<file path="config.mk">
export PLATFORM = sky130hd
export DESIGN_NAME = sel_pipe_mux_flat
export DESIGN_NICKNAME = d
export VERILOG_FILES = /design/src/rtl/sel_pipe_mux_if.sv /design/src/rtl/sel_pipe_mux.sv /design/src/flat_wrapper.sv
export SDC_FILE = /design/constraint.sdc
export NUM_CORES = 1
export LEC_CHECK = 0
export CAP_MARGIN = 20
export CORE_UTILIZATION = 35
export CTS_CLUSTER_SIZE = 20
export DETAILED_ROUTE_END_ITERATION = 6
export PLACE_DENSITY = 0.7
export SYNTH_ARGS = -nofsm -noshare
export SYNTH_HDL_FRONTEND = slang
export SYNTH_SLANG_ARGS = --single-unit
export TNS_END_PERCENT = 10
</file>
<file path="constraint.sdc">
create_clock -name clk -period 2.9 [get_ports clk]
set_clock_uncertainty 0.2 [all_clocks]
set_input_delay 0.58 -clock clk [delete_from_list [all_inputs] [get_ports clk]]
set_output_delay 0.58 -clock clk [all_outputs]
set_load 0.005 [all_outputs]
</file>
<file path="src/rtl/sel_pipe_mux_if.sv">
// Handshake bundle for sel_pipe_mux: packed operand inputs, select, flush and the
// registered result with its valid/ready pair.
interface sel_pipe_mux_if #(
    parameter int WIDTH = 32,
    parameter int N_IN  = 4,
    parameter int SEL_W = (N_IN > 1) ? $clog2(N_IN) : 1
);
    logic [N_IN*WIDTH-1:0] inputs;
    logic [SEL_W-1:0]      select;
    logic                  in_valid;
    logic                  in_ready;
    logic                  flush;
    logic [WIDTH-1:0]      result;
    logic                  sel_err;
    logic                  out_valid;
    logic                  out_ready;
    logic                  err_sticky;

    // upstream/downstream environment side
    modport master (
        output inputs, select, in_valid, flush, out_ready,
        input  in_ready, result, sel_err, out_valid, err_sticky
    );

    // selector stage side
    modport slave (
        input  inputs, select, in_valid, flush, out_ready,
        output in_ready, result, sel_err, out_valid, err_sticky
    );
endinterface

</file>
<file path="src/rtl/sel_pipe_mux.sv">
// Registered N-way operand selector with valid/ready flow control and a 2-entry
// skid buffer; flags out-of-range selects per beat and stickily.
module sel_pipe_mux #(
    parameter int              WIDTH       = 32,
    parameter int              N_IN        = 4,
    parameter int              SEL_W       = (N_IN > 1) ? $clog2(N_IN) : 1,
    parameter logic [WIDTH-1:0] DEFAULT_VAL = '0
) (
    input logic           clk,
    input logic           reset,
    sel_pipe_mux_if.slave bus
);

    typedef enum logic [1:0] {
        EMPTY = 2'd0,
        ONE   = 2'd1,
        TWO   = 2'd2
    } state_t;

    state_t           state_q, state_d;
    logic [WIDTH-1:0] main_data, skid_data;
    logic             main_err, skid_err;
    logic             sticky_q;

    logic [WIDTH-1:0] cap_data;
    logic             cap_err;
    logic             accept, pop;
    logic             load_main, load_skid, main_from_skid;

    // Capture mux: any select with no matching input falls through to the default.
    always_comb begin
        // NOTE: every always_comb output gets a default first so no path leaves it unassigned (no latch).
        cap_data = DEFAULT_VAL;
        cap_err  = 1'b1;
        for (int k = 0; k < N_IN; k++) begin
            if (int'(bus.select) == k) begin
                cap_data = bus.inputs[k*WIDTH +: WIDTH];
                cap_err  = 1'b0;
            end
        end
    end

    assign bus.in_ready  = !reset && (state_q != TWO);
    assign bus.out_valid = (state_q != EMPTY);
    assign accept        = bus.in_valid && bus.in_ready && !bus.flush;
    assign pop           = bus.out_valid && bus.out_ready;

    always_comb begin
        state_d        = state_q;
        load_main      = 1'b0;
        load_skid      = 1'b0;
        main_from_skid = 1'b0;
        unique case (state_q)
            EMPTY: begin
                if (accept) begin
                    load_main = 1'b1;
                    state_d   = ONE;
                end
            end
            ONE: begin
                if (accept && pop) begin
                    load_main = 1'b1;
                end else if (accept) begin
                    load_skid = 1'b1;
                    state_d   = TWO;
                end else if (pop) begin
                    state_d = EMPTY;
                end
            end
            TWO: begin
                if (pop) begin
                    main_from_skid = 1'b1;
                    state_d        = ONE;
                end
            end
            default: state_d = EMPTY;
        endcase
        // Flush discards everything held; a coinciding pop has already been seen downstream.
        if (bus.flush) begin
            state_d        = EMPTY;
            load_main      = 1'b0;
            load_skid      = 1'b0;
            main_from_skid = 1'b0;
        end
    end

    always_ff @(posedge clk) begin
        // NOTE: sequential state uses non-blocking assignments so every register samples pre-edge values.
        if (reset) begin
            state_q <= EMPTY;
        end else begin
            state_q <= state_d;
        end
    end

    always_ff @(posedge clk) begin
        // NOTE: both storage entries are reset too, so no stale beat is observable after reset.
        if (reset) begin
            main_data <= '0;
            main_err  <= 1'b0;
            skid_data <= '0;
            skid_err  <= 1'b0;
        end else begin
            if (load_main) begin
                main_data <= cap_data;
                main_err  <= cap_err;
            end else if (main_from_skid) begin
                main_data <= skid_data;
                main_err  <= skid_err;
            end
            if (load_skid) begin
                skid_data <= cap_data;
                skid_err  <= cap_err;
            end
        end
    end

    always_ff @(posedge clk) begin
        if (reset) begin
            sticky_q <= 1'b0;
        end else if (accept && cap_err) begin
            sticky_q <= 1'b1;
        end
    end

    assign bus.result     = main_data;
    assign bus.sel_err    = main_err;
    assign bus.err_sticky = sticky_q;

endmodule
</file>
<file path="src/flat_wrapper.sv">
// flat-port wrapper written by rule: the top's interface ports become plain ports
module sel_pipe_mux_flat 
#(
    parameter int              WIDTH       = 32,
    parameter int              N_IN        = 4,
    parameter int              SEL_W       = (N_IN > 1) ? $clog2(N_IN) : 1,
    parameter logic [WIDTH-1:0] DEFAULT_VAL = '0
)
  (clk, reset, bus_inputs, bus_select, bus_in_valid, bus_flush, bus_out_ready, bus_in_ready, bus_result, bus_sel_err, bus_out_valid, bus_err_sticky);
  sel_pipe_mux_if #(.WIDTH(WIDTH), .N_IN(N_IN), .SEL_W(SEL_W)) bus_i ();
  input logic clk;
  input logic reset;
  input wire logic [$bits(bus_i.inputs)-1:0] bus_inputs;
  input wire logic [$bits(bus_i.select)-1:0] bus_select;
  input wire logic [$bits(bus_i.in_valid)-1:0] bus_in_valid;
  input wire logic [$bits(bus_i.flush)-1:0] bus_flush;
  input wire logic [$bits(bus_i.out_ready)-1:0] bus_out_ready;
  output wire logic [$bits(bus_i.in_ready)-1:0] bus_in_ready;
  output wire logic [$bits(bus_i.result)-1:0] bus_result;
  output wire logic [$bits(bus_i.sel_err)-1:0] bus_sel_err;
  output wire logic [$bits(bus_i.out_valid)-1:0] bus_out_valid;
  output wire logic [$bits(bus_i.err_sticky)-1:0] bus_err_sticky;
  assign bus_i.inputs = bus_inputs;
  assign bus_i.select = bus_select;
  assign bus_i.in_valid = bus_in_valid;
  assign bus_i.flush = bus_flush;
  assign bus_i.out_ready = bus_out_ready;
  assign bus_in_ready = bus_i.in_ready;
  assign bus_result = bus_i.result;
  assign bus_sel_err = bus_i.sel_err;
  assign bus_out_valid = bus_i.out_valid;
  assign bus_err_sticky = bus_i.err_sticky;
  sel_pipe_mux #(.WIDTH(WIDTH), .N_IN(N_IN), .SEL_W(SEL_W), .DEFAULT_VAL(DEFAULT_VAL)) u_core (.clk(clk), .reset(reset), .bus(bus_i));
endmodule
</file>
==> impl_metrics.csv, run 1 <==
group,metric,value,unit
synthesis,synth_compound_area_share,18.2,%
power_and_ir_drop,peakVddDrop,0.181,mV
critical_path,worstSetupEndpointType,"output pin",
synthesis,ys_ff_latch,69,
sta,slew_violations,0,
route,viasPerCell,5.15,
floorplanning,num_io_pins,171,
route,wl,8760,um
synthesis,netlist_instances,247,
placement,io_buffers,170,
critical_path,cp_top_family,"buffers and inverters",
finish,final_layout_size_suffix_gt1_share,15.3,%
finish,fin_nets,547,
cts,cts_sinks,69,
finish,final_common_cell,"clkdlybuf4s50_1",
critical_path,cp_num_buf_inv,2,
critical_path,crit_required,2120,ps
synthesis,yosysWarningCount,0,
sta,layout_min_cycle_time,2390,ps
synthesis,synth_top_family_by_area,"multiplexers",
critical_path,r2r-start,"u_core.state_q[0]",
floorplanning,die_y,99.6,um
cts,clock_latency,330,ps
synthesis,synth.distinct_cells,26,
sta,finalSetupViolCount,0,
cts,cts.clk_slew.worst_paths,70,ps
route,antenna_left,0,
synthesis,synth-simple-area-share,3.75,%
sta,hold_viol,0,
power_and_ir_drop,p_per_area,404,nW/um2
critical_path,arrival,1610,ps
global_route,grt_pass1_wl,14100,um
floorplanning,core,9240,um2
run,cap_viol_max_count,0,
synthesis,synthAdderAreaFrac,0,%
finish,final_cells,546,
cts,cts_hold_buf,0,
cts,cts_root_buffer,"clkbuf_8",
floorplanning,start_util,36.1,%
cts,cts_made_buffers,9,
route,first_pass_iters,4,
cts,cts_tree,"yes",
min_path,hp-class,"reg2reg",
global_route,grt_overflow,0,
global_route,grt_usage,18.2,%
synthesis,synth_xor_area_share,0,%
critical_path,path_max_fanout,2,
route,first_iter_violations,54,
global_route,grt_pass1_vias,2882,
sta,timing.fmax,419,MHz
global_route,grt_max_degree,34,
critical_path,cpMostUsedCell,"clkdlybuf4s50_1",
critical_path,max_stage_delay,500,ps
finish,area_delta_synth_final,60.4,%
critical_path,crit_path_start_kind,"input pin",
synthesis,synth.area.mux_share,31.5,%
synthesis,synth_seq_area_share,41.4,%
min_path,holdCritStartpoint,"u_core.skid_err",
cts,cts_setup_buffers,0,
synthesis,synthesis.area,3340,um2
floorplanning,die_w,99.6,um
status,status,"finished, final reports clean",
cts,cts_resized,0,
route,wl_per_cell,16.0,um
sta,fin_hold_ws,265,ps
cts,cts.htree.levels,3,
critical_path,crit_type,"in2out",
floorplanning,die_area,9930,um2
route,drc,0,
finish,final_cell_mix,"clkdlybuf4s50_1, dfxtp_1, mux2i_1",
global_route,antenna_found_initial,0,
critical_path,crit_start,"reset",
synthesis,syn-num-nets,382,
route,vias,2813,
synthesis,avgSynthCellArea,13.5,um2
power_and_ir_drop,leakage,1.81,nW
sta,period_share,82.3,%
critical_path,worst_path_max_delay_cell,"clkdlybuf4s50_1",
sta,max_slew_margin,61.4,%
cts,ctsLongestPathBuffers,2,
finish,diodes,0,
floorplanning,rows,35,
placement,place_inst,530,
critical_path,path_cells,"clkdlybuf4s50_1 -> nor2_1 -> clkdlybuf4s50_1",
sta,worstMarginPinSlew,579,ps
placement,dpl.hpwl,6250,um
sta,tns,0,ps
placement,gp_congestion,0.681,
sta,rsz0062_at_grt,"no",
[area by class of cell]
class,count,area [um2]
well taps,129,161
clock inverters,6,45.0
fillers,772,3890
multi-input cells,152,1800
clock buffers,10,138
repair buffers,178,1810
flip-flops and latches,69,1380
inverters,2,7.51
[state kept, by name, summed over array words and instances, names as in the netlist]
signal,count
u_core.bus.result,32
u_core.skid_data,32
u_core.state_q,2
u_core.bus.sel_err,1
u_core.skid_err,1
u_core.bus.err_sticky,1
[routing by layer]
metal	vias to the layer above	wire [um]	global-route usage, %
met4	0	128	5.88
met2	100	4370	31.4
met5	-	0	0
met1	1367	3720	22.3
li1	1336	-	-
met3	10	532	4.29
[cells by family after synthesis]
logic type | after synthesis
AOI/OAI and AO/OA | 70
muxes | 65
DFF | 69
buffers and inverters | 26
and+or+nand+nor | 17
[synthesized netlist by cell type]
cell type   n  area share [%]
a22o_1     32             8.4
and2_1      1            0.19
or2_2       1            0.19
buf_1       3            0.34
mux4_2     32              22
o21a_1      1            0.23
mux2i_1    33             9.9
buf_4       1            0.23
dfxtp_1    69              41
buf_2      13             2.0
nor2_1      3            0.34
nor4_1      1            0.19
a21oi_1     3            0.45
and3_1      1            0.19
nand2_1     2            0.23
o2bb2ai_1  32             8.4
nor4_4      1            0.64
a31oi_2     1            0.38
o31ai_2     1            0.38
nor2b_1     3            0.56
inv_1       2            0.23
nor2b_4     1            0.41
or3b_1      1            0.26
and4bb_1    1            0.38
nand2b_1    1            0.19
buf_6       7             2.4
[report_power, final]
group | internal (mW) | switching [mW] | total, mW
combinational | 0.312 | 0.143 | 0.455
clock | 0.340 | 0.374 | 0.714
sequential | 0.979 | 0.0162 | 0.995
[worst paths after layout]
path | to | slack, ps | depth (start not counted)
max | bus_in_ready | 510 | 3
min | u_core.skid_err | 260 | 1
max reg2reg | u_core.skid_data[29] | 1120 | 4
min reg2reg | u_core.skid_err | 260 | 1
[per-stage QoR]
step | utilization, % | instance area [um2] | total power [mW] | setup slack (ps)
after floorplan | - | 3340 | 1.20 | 1030
after global placement | 55.9 | 5170 | 1.47 | 439
after detailed placement | 55.9 | 5170 | 1.48 | 404
after CTS | 57.9 | 5350 | 2.19 | 509
after global routing | 57.9 | 5350 | 2.27 | 481
final | 57.9 | 5350 | 2.16 | 513
No activity file was read; power rests on OpenSTA's default activity.
==> run 2: changes to the inputs <==
- PLACE_DENSITY: 0.7 -> 0.73
- clock period: 2.9 -> 2.08 ns (I/O delays scaled with it)
==> impl_metrics.csv, run 2 (synthesis results as in run 1) <==
group,metric,value,unit
route,antenna_left,0,
finish,fin_nets,552,
route,vias,2805,
sta,period_share,97.7,%
finish,final_layout_size_suffix_gt1_share,16.8,%
power_and_ir_drop,sw_frac_of_total,21.5,%
floorplanning,die_y,99.6,um
critical_path,arrival,1420,ps
finish,postLayoutCellArea,5490,um2
sta,hold_viol,0,
power_and_ir_drop,leakage,1.87,nW
global_route,grt_max_degree,34,
sta,timing.fmax,492,MHz
status,status,"finished, final reports clean",
critical_path,path_max_fanout,7,
sta,slew_violations,0,
critical_path,regToRegSetupSlack,540,ps
global_route,grt_pass1_vias,2991,
placement,gp_congestion,0.710,
floorplanning,rows,35,
power_and_ir_drop,combPwrFrac,19.1,%
power_and_ir_drop,p_per_area,611,nW/um2
route,first_iter_violations,82,
power_and_ir_drop,p_clk_share,39.5,%
global_route,antenna_found_initial,0,
power_and_ir_drop,seqPwrFrac,41.4,%
critical_path,crit_path_start_kind,"flop",
placement,placed_cell_area,5240,um2
cts,cts.clk_slew.worst_paths,70,ps
finish,diodes,0,
run,cap_viol_max_count,0,
sta,max_slew_margin,83.1,%
sta,layout_min_cycle_time,2030,ps
min_path,min_to,"u_core.skid_err",
power_and_ir_drop,p_int,2.64,mW
floorplanning,die_w,99.6,um
power_and_ir_drop,p_sw,0.720,mW
placement,place_ws,-64.5,ps
power_and_ir_drop,peakVddDrop,0.435,mV
placement,io_buffers,170,
route,wl,8610,um
route,viasPerCell,5.09,
cts,clock_latency,340,ps
critical_path,r2r-start,"u_core.state_q[0]",
cts,cts.htree.levels,3,
global_route,grt_usage,18.3,%
finish,area_delta_synth_final,64.6,%
critical_path,crit_type,"reg2out",
cts,cts_hold_buf,0,
cts,cts_made_buffers,9,
cts,cts_root_buffer,"clkbuf_8",
floorplanning,num_io_pins,171,
sta,layout_setup_ws,47.9,ps
placement,dpl.hpwl,6260,um
global_route,grt_overflow,0,
finish,fillers,760,
global_route,grt_pass1_wl,14200,um
sta,worstMarginPinSlew,251,ps
floorplanning,die_area,9930,um2
min_path,hp-class,"reg2reg",
min_path,holdCritStartpoint,"u_core.skid_err",
cts,cts_tree,"yes",
critical_path,reg2regPathDepth,4,
critical_path,worstSetupEndpointType,"output pin",
sta,finalSetupViolCount,0,
route,first_pass_iters,4,
min_path,whs_path_depth,1,
floorplanning,start_util,36.1,%
cts,cts_sinks,69,
floorplanning,core,9240,um2
sta,rsz0062_at_grt,"no",
route,wl_per_cell,15.6,um
critical_path,timing.rr.end,"u_core.bus.result[20]",
cts,ctsLongestPathBuffers,2,
cts,cts_setup_buffers,0,
route,drc,0,
finish,final_cell_mix,"clkdlybuf4s50_1, dfxtp_1, mux2i_1",
finish,final_common_cell,"clkdlybuf4s50_1",
critical_path,crit_required,1460,ps
==> run 2: power by group through the flow <==
stage | clock (mW) | combinational, mW | sequential [mW]
CTS | 1.36 | 0.650 | 1.39
global route | 1.42 | 0.691 | 1.39
floorplan | 0 | 0.247 | 1.42
detailed placement | 0 | 0.649 | 1.42
finish | 1.33 | 0.640 | 1.39
global placement | 0 | 0.636 | 1.42
==> run 2: timing repair <==
item	4_1_cts	5_1_grt
gates cloned	0	0
setup endpoints to repair	1	1
gates resized for setup	1	2
==> run 2: layout make-up <==
type                       instances  area, um2  area share [%]
clock buffer                      10        138            2.51
multi-input combinational        152       1800            32.8
inverter                           2       7.51           0.137
clock inverter                     6        110            2.01
tap                              129        161            2.94
timing repair buffer             183       1890            34.4
sequential                        69       1380            25.2
==> run 2: worst max-delay path by stage <==
stage	cells after the start	to	from	slack (ps)
3_3_place_gp	3	bus_in_ready	reset	-50
5_1_grt	2	bus_out_valid	u_core.state_q[1]	7
6_report	2	bus_out_valid	u_core.state_q[1]	50
2_1_floorplan	4	u_core.skid_data[21]	bus_select[0]	370
3_5_place_dp	5	u_core.bus.result[20]	bus_out_ready	-60
4_1_cts	2	bus_out_valid	u_core.state_q[1]	5
==> run 2: per-stage QoR <==
step | instances | TNS [ps] | power [mW] | utilization (%) | hold WS (ps)
final | 551 | 0 | 3.36 | 59.4 | 261
after global routing | 551 | 0 | 3.50 | 59.4 | 295
after CTS | 551 | 0 | 3.40 | 59.4 | 267
after detailed placement | 535 | -761 | 2.07 | 56.7 | 249
after global placement | 535 | -67.5 | 2.05 | 56.7 | 242
after floorplan | 247 | 0 | 1.67 | - | 230
==> run 2: layer usage <==
metal	up-vias	track usage [%]	routed length [um]
met2	96	33.4	4500
met3	6	3.37	459
met5	-	0	0
met1	1358	21.2	3590
met4	0	7.01	65
li1	1345	-	-
==> run 2: critical path, stage by stage, from the launching register on <==
cell             delay [ps]
dfxtp_2                 350
or2_2                   290
clkdlybuf4s50_1         440
==> run 3: changes to the inputs <==
- DONT_BUFFER_PORTS: default -> 1
- PLACE_DENSITY: 0.73 -> 0.49
==> impl_metrics.csv, run 3 (synthesis results as in run 1) <==
group,metric,value,unit
status,status,"finished, final reports clean",
floorplanning,die_area,9930,um2
floorplanning,core,9240,um2
global_route,grt_overflow,0,
floorplanning,rows,35,
finish,diodes,0,
cts,clock_latency,350,ps
global_route,grt_usage,16.0,%
cts,cts_root_buffer,"clkbuf_8",
critical_path,path_max_fanout,7,
sta,fin_hold_ws,26.5,ps
cts,cts.htree.levels,3,
critical_path,worstSetupEndpointType,"flop",
power_and_ir_drop,p_per_area,809,nW/um2
cts,cts_tree,"yes",
finish,final_common_cell,"dfxtp_1",
floorplanning,start_util,36.1,%
finish,fin_nets,378,
sta,slew_violations,0,
sta,layout_setup_ws,317,ps
finish,seq_area,1380,um2
sta,worstMarginPinSlew,506,ps
sta,hold_viol,0,
cts,cts_made_buffers,9,
placement,place_inst,358,
route,antenna_left,0,
route,drc,0,
power_and_ir_drop,leakage,1.18,nW
critical_path,crit_type,"reg2reg",
global_route,grt_pass1_wl,12000,um
global_route,grt_max_degree,34,
cts,cts_sinks,69,
finish,fillers,870,
critical_path,worst_path_max_delay_cell,"dlygate4sd3_1",
route,wl,7820,um
global_route,antenna_found_initial,0,
placement,gp_congestion,0.756,
floorplanning,die_y,99.6,um
finish,final_cell_mix,"dfxtp_1, mux2i_1, mux4_2, a22o_1, o2bb2ai_1",
sta,finalSetupViolCount,0,
finish,final_cells,377,
finish,final_layout_size_suffix_gt1_share,23.8,%
min_path,hp-class,"in2reg",
power_and_ir_drop,peakVddDrop,0.372,mV
cts,ctsLongestPathBuffers,2,
critical_path,cp_top_family,"buffers and inverters",
placement,dpl.hpwl,5140,um
global_route,grt_pass1_vias,2307,
critical_path,max_stage_delay,580,ps
placement,place_ws,305,ps
sta,max_slew_margin,66.2,%
sta,layout_min_cycle_time,1760,ps
finish,final_core_utilization,40.2,%
sta,period_share,84.7,%
route,first_pass_iters,4,
run,cap_viol_max_count,0,
sta,timing.fmax,567,MHz
finish,area_delta_synth_final,11.4,%
route,first_iter_violations,61,
finish,multi_input_area,1800,um2
floorplanning,die_w,99.6,um
route,viasPerCell,5.72,
critical_path,path_cells,"nor2b_1 -> a21oi_1 -> nor4_1 -> dlygate4sd3_1",
floorplanning,num_io_pins,171,
critical_path,crit_path_start_kind,"flop",
critical_path,cp_num_buf_inv,1,
sta,rsz0062_at_grt,"no",
critical_path,crit_required,2170,ps
route,vias,2155,
placement,io_buffers,0,
cts,cts.clk_slew.worst_paths,80,ps
critical_path,arrival,1860,ps
cts,cts_setup_buffers,0,
route,wl_per_cell,20.7,um
sta,tns,0,ps
run 3: cell types whose count changed in the layout (fill, tap and decap cells not counted), sizes merged:
cell	delta
buf	-9
clkdlybuf4s50	-167
clkinv	+1
clkinvlp	-1
dlygate4sd2	-1
dlygate4sd3	+3
run 3: cell type report:
class | instances | area share, %
Multi-Input combinational cell | 152 | 48.5
Sequential cell | 69 | 37.2
Tap cell | 129 | 4.34
Clock buffer | 10 | 3.43
Timing Repair Buffer | 9 | 3.37
Clock inverter | 6 | 3.00
Inverter | 2 | 0.202
run 3: per-layer routing:
metal	routed length [um]	vias to the layer above	track usage, %
met5	0	-	0
met2	3820	96	26.7
met1	3340	1049	19.4
li1	-	999	-
met3	532	11	4.85
met4	125	0	6.22
run 3: report_power, final:
part / switching, mW / internal, mW
sequential: 0.0349 / 1.36
clock: 0.541 / 0.797
combinational: 0.108 / 0.160
run 3: what timing repair did:
item,4_1_cts,5_1_grt
hold buffers,3,0
gates resized for setup,0,0
endpoints found under the hold margin,2,0
run 3: worst paths after layout:
path                             start              endpoint  slack, ps  cells after the start
setup / recovery     u_core.state_q[1]     u_core.state_q[1]        320                      4
hold / removal                   reset     u_core.state_q[0]         30                      2
setup reg to reg     u_core.state_q[1]     u_core.state_q[1]        320                      4
hold reg to reg   u_core.skid_data[27]  u_core.skid_data[27]        280                      1
run 3: metrics by stage:
stage	total power, mW	area (um2)
after CTS	3.04	3720
after global placement	1.70	3450
final	3.01	3720
after detailed placement	1.70	3450
after global routing	3.12	3720
after floorplan	1.67	3340
run 3: worst reg2reg max path, stage by stage (launching register included):
cell	delay, ps
dfxtp_1	360
nor2b_1	280
a21oi_1	120
nor4_1	170
dlygate4sd3_1	580
